**src/rtl/circ_buf_ctrl_if.sv**
```systemverilog
// Handshake and pointer bundle shared by circ_buf_ctrl and the producer/consumer
// side that drives requests and watches the decoder/mux controls.
interface circ_buf_ctrl_if #(
  parameter int SIZE = 8
) ();
  localparam int PW = $clog2(SIZE);
  localparam int CW = $clog2(SIZE + 1);

  logic          clear;
  logic          wr_req;
  logic          wr_ready;
  logic          wr_en;
  logic [PW-1:0] wr_ptr;
  logic          rd_req;
  logic          rd_valid;
  logic          rd_fire;
  logic [PW-1:0] rd_ptr;
  logic [CW-1:0] count;
  logic          full;
  logic          empty;

  modport master (
    output clear, wr_req, rd_req,
    input  wr_ready, wr_en, wr_ptr, rd_valid, rd_fire, rd_ptr, count, full, empty
  );

  modport slave (
    input  clear, wr_req, rd_req,
    output wr_ready, wr_en, wr_ptr, rd_valid, rd_fire, rd_ptr, count, full, empty
  );
endinterface

```
**src/rtl/circ_buf_ctrl.sv**
```systemverilog
// Pointer/occupancy controller for a circular register buffer: WRITE_SIZE entries
// per accepted write, READ_SIZE per accepted read, with a synchronous flush.
module circ_buf_ctrl #(
  parameter int SIZE       = 8,
  parameter int WRITE_SIZE = 2,
  parameter int READ_SIZE  = 1
) (
  input  logic           clk,
  input  logic           rst_n,
  circ_buf_ctrl_if.slave bus
);
  localparam int PW = $clog2(SIZE);
  localparam int CW = $clog2(SIZE + 1);

  localparam logic [PW:0]   WR_STEP  = (PW+1)'(WRITE_SIZE);
  localparam logic [PW:0]   RD_STEP  = (PW+1)'(READ_SIZE);
  localparam logic [PW:0]   SIZE_P   = (PW+1)'(SIZE);
  localparam logic [CW-1:0] WR_CNT   = CW'(WRITE_SIZE);
  localparam logic [CW-1:0] RD_CNT   = CW'(READ_SIZE);
  localparam logic [CW-1:0] SIZE_C   = CW'(SIZE);
  localparam logic [CW-1:0] WR_LIMIT = CW'(SIZE - WRITE_SIZE);

  logic [PW-1:0] wr_ptr_q, wr_ptr_d;
  logic [PW-1:0] rd_ptr_q, rd_ptr_d;
  logic [CW-1:0] count_q, count_d;
  logic [PW:0]   wr_sum, rd_sum;
  logic [PW-1:0] wr_ptr_adv, rd_ptr_adv;
  logic          wr_ready, rd_valid, wr_en, rd_fire;

  // Room is judged on the registered count only, so a same-cycle read never frees space.
  always_comb begin
    wr_ready = (count_q <= WR_LIMIT);
    rd_valid = (count_q >= RD_CNT);
    wr_en    = bus.wr_req & wr_ready & ~bus.clear;
    rd_fire  = bus.rd_req & rd_valid & ~bus.clear;
  end

  // Exact modulo for any SIZE: one extra bit, then a single conditional subtract.
  always_comb begin
    wr_sum     = {1'b0, wr_ptr_q} + WR_STEP;
    rd_sum     = {1'b0, rd_ptr_q} + RD_STEP;
    wr_ptr_adv = (wr_sum >= SIZE_P) ? PW'(wr_sum - SIZE_P) : wr_sum[PW-1:0];
    rd_ptr_adv = (rd_sum >= SIZE_P) ? PW'(rd_sum - SIZE_P) : rd_sum[PW-1:0];
  end

  always_comb begin
    wr_ptr_d = wr_ptr_q;
    rd_ptr_d = rd_ptr_q;
    count_d  = count_q;
    if (bus.clear) begin
      wr_ptr_d = '0;
      rd_ptr_d = '0;
      count_d  = '0;
    end else begin
      if (wr_en) begin
        wr_ptr_d = wr_ptr_adv;
      end
      if (rd_fire) begin
        rd_ptr_d = rd_ptr_adv;
      end
      count_d = count_q + (wr_en ? WR_CNT : '0) - (rd_fire ? RD_CNT : '0);
    end
  end

  always_ff @(posedge clk or negedge rst_n) begin
    if (!rst_n) begin
      wr_ptr_q <= '0;
      rd_ptr_q <= '0;
      count_q  <= '0;
    end else begin
      wr_ptr_q <= wr_ptr_d;
      rd_ptr_q <= rd_ptr_d;
      count_q  <= count_d;
    end
  end

  assign bus.wr_ready = wr_ready;
  assign bus.rd_valid = rd_valid;
  assign bus.wr_en    = wr_en;
  assign bus.rd_fire  = rd_fire;
  assign bus.wr_ptr   = wr_ptr_q;
  assign bus.rd_ptr   = rd_ptr_q;
  assign bus.count    = count_q;
  assign bus.full     = (count_q == SIZE_C);
  assign bus.empty    = (count_q == '0);

  // Pointer distance must equal occupancy except when full (pointers coincide then too).
  logic [CW-1:0] ptr_span;
  always_comb begin
    ptr_span = (wr_ptr_q >= rd_ptr_q) ? CW'(wr_ptr_q - rd_ptr_q)
                                      : CW'(SIZE_C + CW'(wr_ptr_q) - CW'(rd_ptr_q));
  end

  a_span_matches_count: assert property (@(posedge clk) disable iff (!rst_n)
    (count_q != SIZE_C) |-> (count_q == ptr_span));
  a_count_bounded: assert property (@(posedge clk) disable iff (!rst_n)
    count_q <= SIZE_C);
endmodule

```
**src/flat_wrapper.sv**
```systemverilog
// flat-port wrapper written by rule: the top's interface ports become plain ports
module circ_buf_ctrl_flat 
#(
  parameter int SIZE       = 8,
  parameter int WRITE_SIZE = 2,
  parameter int READ_SIZE  = 1
)
  (clk, rst_n, bus_clear, bus_wr_req, bus_rd_req, bus_wr_ready, bus_wr_en, bus_wr_ptr, bus_rd_valid, bus_rd_fire, bus_rd_ptr, bus_count, bus_full, bus_empty);
  circ_buf_ctrl_if #(.SIZE(SIZE)) bus_i ();
  input  logic clk;
  input  logic rst_n;
  input wire logic [$bits(bus_i.clear)-1:0] bus_clear;
  input wire logic [$bits(bus_i.wr_req)-1:0] bus_wr_req;
  input wire logic [$bits(bus_i.rd_req)-1:0] bus_rd_req;
  output wire logic [$bits(bus_i.wr_ready)-1:0] bus_wr_ready;
  output wire logic [$bits(bus_i.wr_en)-1:0] bus_wr_en;
  output wire logic [$bits(bus_i.wr_ptr)-1:0] bus_wr_ptr;
  output wire logic [$bits(bus_i.rd_valid)-1:0] bus_rd_valid;
  output wire logic [$bits(bus_i.rd_fire)-1:0] bus_rd_fire;
  output wire logic [$bits(bus_i.rd_ptr)-1:0] bus_rd_ptr;
  output wire logic [$bits(bus_i.count)-1:0] bus_count;
  output wire logic [$bits(bus_i.full)-1:0] bus_full;
  output wire logic [$bits(bus_i.empty)-1:0] bus_empty;
  assign bus_i.clear = bus_clear;
  assign bus_i.wr_req = bus_wr_req;
  assign bus_i.rd_req = bus_rd_req;
  assign bus_wr_ready = bus_i.wr_ready;
  assign bus_wr_en = bus_i.wr_en;
  assign bus_wr_ptr = bus_i.wr_ptr;
  assign bus_rd_valid = bus_i.rd_valid;
  assign bus_rd_fire = bus_i.rd_fire;
  assign bus_rd_ptr = bus_i.rd_ptr;
  assign bus_count = bus_i.count;
  assign bus_full = bus_i.full;
  assign bus_empty = bus_i.empty;
  circ_buf_ctrl #(.SIZE(SIZE), .WRITE_SIZE(WRITE_SIZE), .READ_SIZE(READ_SIZE)) u_core (.clk(clk), .rst_n(rst_n), .bus(bus_i));
endmodule
```
**config.mk**
```make
export PLATFORM = sky130hd
export DESIGN_NAME = circ_buf_ctrl_flat
export DESIGN_NICKNAME = d
export VERILOG_FILES = /design/src/rtl/circ_buf_ctrl_if.sv /design/src/rtl/circ_buf_ctrl.sv /design/src/flat_wrapper.sv
export SDC_FILE = /design/constraint.sdc
export NUM_CORES = 1
export LEC_CHECK = 0
export ABC_AREA = 1
export CAP_MARGIN = 0
export CORE_MARGIN = 2
export CORE_UTILIZATION = 25
export DETAILED_ROUTE_END_ITERATION = 16
export GPL_TIMING_DRIVEN = 0
export PLACE_DENSITY = 0.51
export SKIP_CTS_REPAIR_TIMING = 1
export SLEW_MARGIN = 20
export SYNTH_ARGS = -nofsm -noshare
export SYNTH_HDL_FRONTEND = slang
export SYNTH_SLANG_ARGS = --single-unit
export TNS_END_PERCENT = 5
```
**constraint.sdc**
```tcl
create_clock -name clk -period 2.45 [get_ports clk]
set_input_delay 0.49 -clock clk [delete_from_list [all_inputs] [get_ports clk]]
set_output_delay 0.49 -clock clk [all_outputs]
set_load 0.01 [all_outputs]
```
==> results.toml <==
[clock_network]
clkTransAtPathRegs_ns = 0.06
cts_max_path_buffers = 2
cts_tree = "yes"
clk_root_buffer_cell = "clkbuf_4"
numCtsBuffers = 3
cts_sinks = 9
htree_levels = 1
clkLatencyLatePin_ns = 0.25

[place]
placed_cells = 120
port_buffers = 19
place_ws_ns = -0.0358
gp_congestion = 0.671
hpwl_um = 973

[die]
core_mm2 = 0.00225
die_h_um = 53.4
io_pins = 21
die_x_um = 53.4
dieArea_mm2 = 0.00285
initial_core_util = 0.270
num_rows = 17

[route]
drtIter0Drc = 10
avgViaCountPerCell = 4.19
drc_errors = 0
ant_nets = 0
dr_total_vias = 519
wl_per_cell_um = 9.80
routed_wl_um = 1220
dr.pass1.iters = 4

[worst_setup_path]
start_kind = "flop"
endpoint_kind = "output port"
regToRegEndpoint = "u_core.bus.count[3]"
timing.rr.start = "u_core.bus.count[2]"
slowest_stage = "clkdlybuf4s50_1"
cp_cell_sequence = "inv_1 -> ha_1 -> o21ai_1 -> nand2_2 -> clkdlybuf4s50_1"
slowest_delay_ns = 0.56
reg2regPathDepth = 14
critPathBufInv = 2
critical_path_class = "reg2out"
cp_max_fo = 5
critical-path-top-delay-family = "buffers and inverters"
cp_data_required_time_ns = 1.96
crit_arrival_ns = 1.78
reg2reg_slack_ns = 0.21

[global_routing]
grt-busiest-layer = "met2"
grt_max_degree = 11
grt_antenna_before_repair = 0
grtUsageMet2 = 0.160
grt_pass1_wl_um = 2190
gr-usage-met3 = 0.0254
grt_pass1_vias = 491
met1_usage = 0.150
grt_overflow = 0
grt_usage = 0.111

[yosys]
yosys_warnings = 0
postSynthCellCount = 73
netlist_area_um2 = 609
ys_seq_area_frac = 0.370
synth.ff_latch_count = 9
synth_cell_types = 19
synth.net_count = 87
syn_area_per_cell_um2 = 8.35

[sta]
fin_ws_ns = 0.182
setup_viol = 0
fin_skew_ns = 0.00412
tns_ns = 0
rsz0062_at_grt = "true"
slew_viol_final = 0
post-route-period-util = 0.926
finalHoldViolations = 0
fmax_mhz = 441
fin_crit_ns = 2.27

[power_and_ir_drop]
leakagePower_nw = 0.469
p_per_area_mw_per_mm2 = 993
peakVddDrop_uv = 487

[layout]
drive_gt1_frac = 0.156
layout_commonest_cell = "clkdlybuf4s50_1"
nets = 111
stdcell_count = 124
area_growth_pct = 43.1
n_antenna_cell = 0
finish.utilization = 0.387
mostFrequentLayoutCells = "clkdlybuf4s50_1 (17), inv_1 (11), nand2_1 (9)"

[outcome]
status = "complete, no violations"

[hold_path]
hp-class = "in2async"

[flow_run]
maxCapViolations = 0
## metrics by stage
step	power [W]	instance area (µm²)	hold slack, ns
after detailed placement	0.000754	835	0.526
after CTS	0.000874	861	0.542
final	0.000866	872	0.525
after floorplan	0.000518	609	0.194
after global routing	0.000972	872	0.557
after global placement	0.000757	835	0.526
## worst max-delay path by stage
| stage | depth (start not counted) | from | to | slack (ns) |
|---|---|---|---|---|
| after floorplan | 15 | u_core.bus.count[3] | u_core.bus.count[3] | 0.12 |
| after global placement | 10 | bus_clear | u_core.bus.count[3] | -0.03 |
| after detailed placement | 10 | bus_clear | u_core.bus.count[3] | -0.04 |
| after CTS | 7 | u_core.bus.count[2] | bus_rd_fire | -0.06 |
| after global routing | 14 | u_core.bus.count[2] | u_core.bus.count[3] | -0.03 |
| final | 5 | u_core.bus.count[2] | bus_rd_valid | 0.18 |
## synthesized netlist by cell type
cell type,number,area share
inv_1,12,0.074
dfrtp_1,9,0.37
nand2_1,9,0.055
ha_1,8,0.16
nor2_1,8,0.049
nand3_1,6,0.049
nand4_1,5,0.051
inv_2,3,0.018
nand2_2,3,0.031
a21oi_1,1,0.0082
buf_4,1,0.012
buf_6,1,0.018
conb_1,1,0.0062
fa_1,1,0.033
nand2_4,1,0.018
nor2_2,1,0.010
o21ai_0,1,0.0082
o21ai_1,1,0.0082
xor2_1,1,0.014
## registers in the layout, summed over array words and instances (netlist names)
name               cells
u_core.bus.wr_ptr      2
u_core.bus.rd_ptr      3
u_core.bus.count       4
## cell families (layout without fill, tap and decap cells)
| logic type | Yosys count | after routing | share of synthesized area |
|---|---|---|---|
| flops | 9 | 9 | 0.370 |
| simple gates | 33 | 33 | 0.265 |
| compound gates | 3 | 3 | 0.0246 |
| xor+xnor | 1 | 1 | 0.0144 |
| other cells | 1 | 1 | 0.00615 |
| buf+inv | 17 | 40 | 0.123 |
| fa+ha+maj | 9 | 9 | 0.197 |
## power by group
group	internal (W)	switching (W)	total, W
combinational	0.000259	0.000256	0.000515
clock	0.0000626	0.0000500	0.000113
sequential	0.000191	0.0000472	0.000238
total	0.000513	0.000353	0.000866
## area by class of cell
class	count	area, µm²
plain buffers	2	18.8
clock buffers	4	26.3
fillers	248	1380
inverters	15	56.3
multi-input cells	47	314
flip-flops and latches	9	226
well taps	28	35.0
repair buffers	19	195
## metal layers
metal | share of wire | vias to the layer above | routed length [µm]
li1 | - | 276 | -
met1 | 0.49 | 227 | 599
met2 | 0.45 | 14 | 548
met3 | 0.040 | 2 | 48
met4 | 0.016 | 0 | 19
met5 | 0 | - | 0
Power figures use the tool's default switching activity.
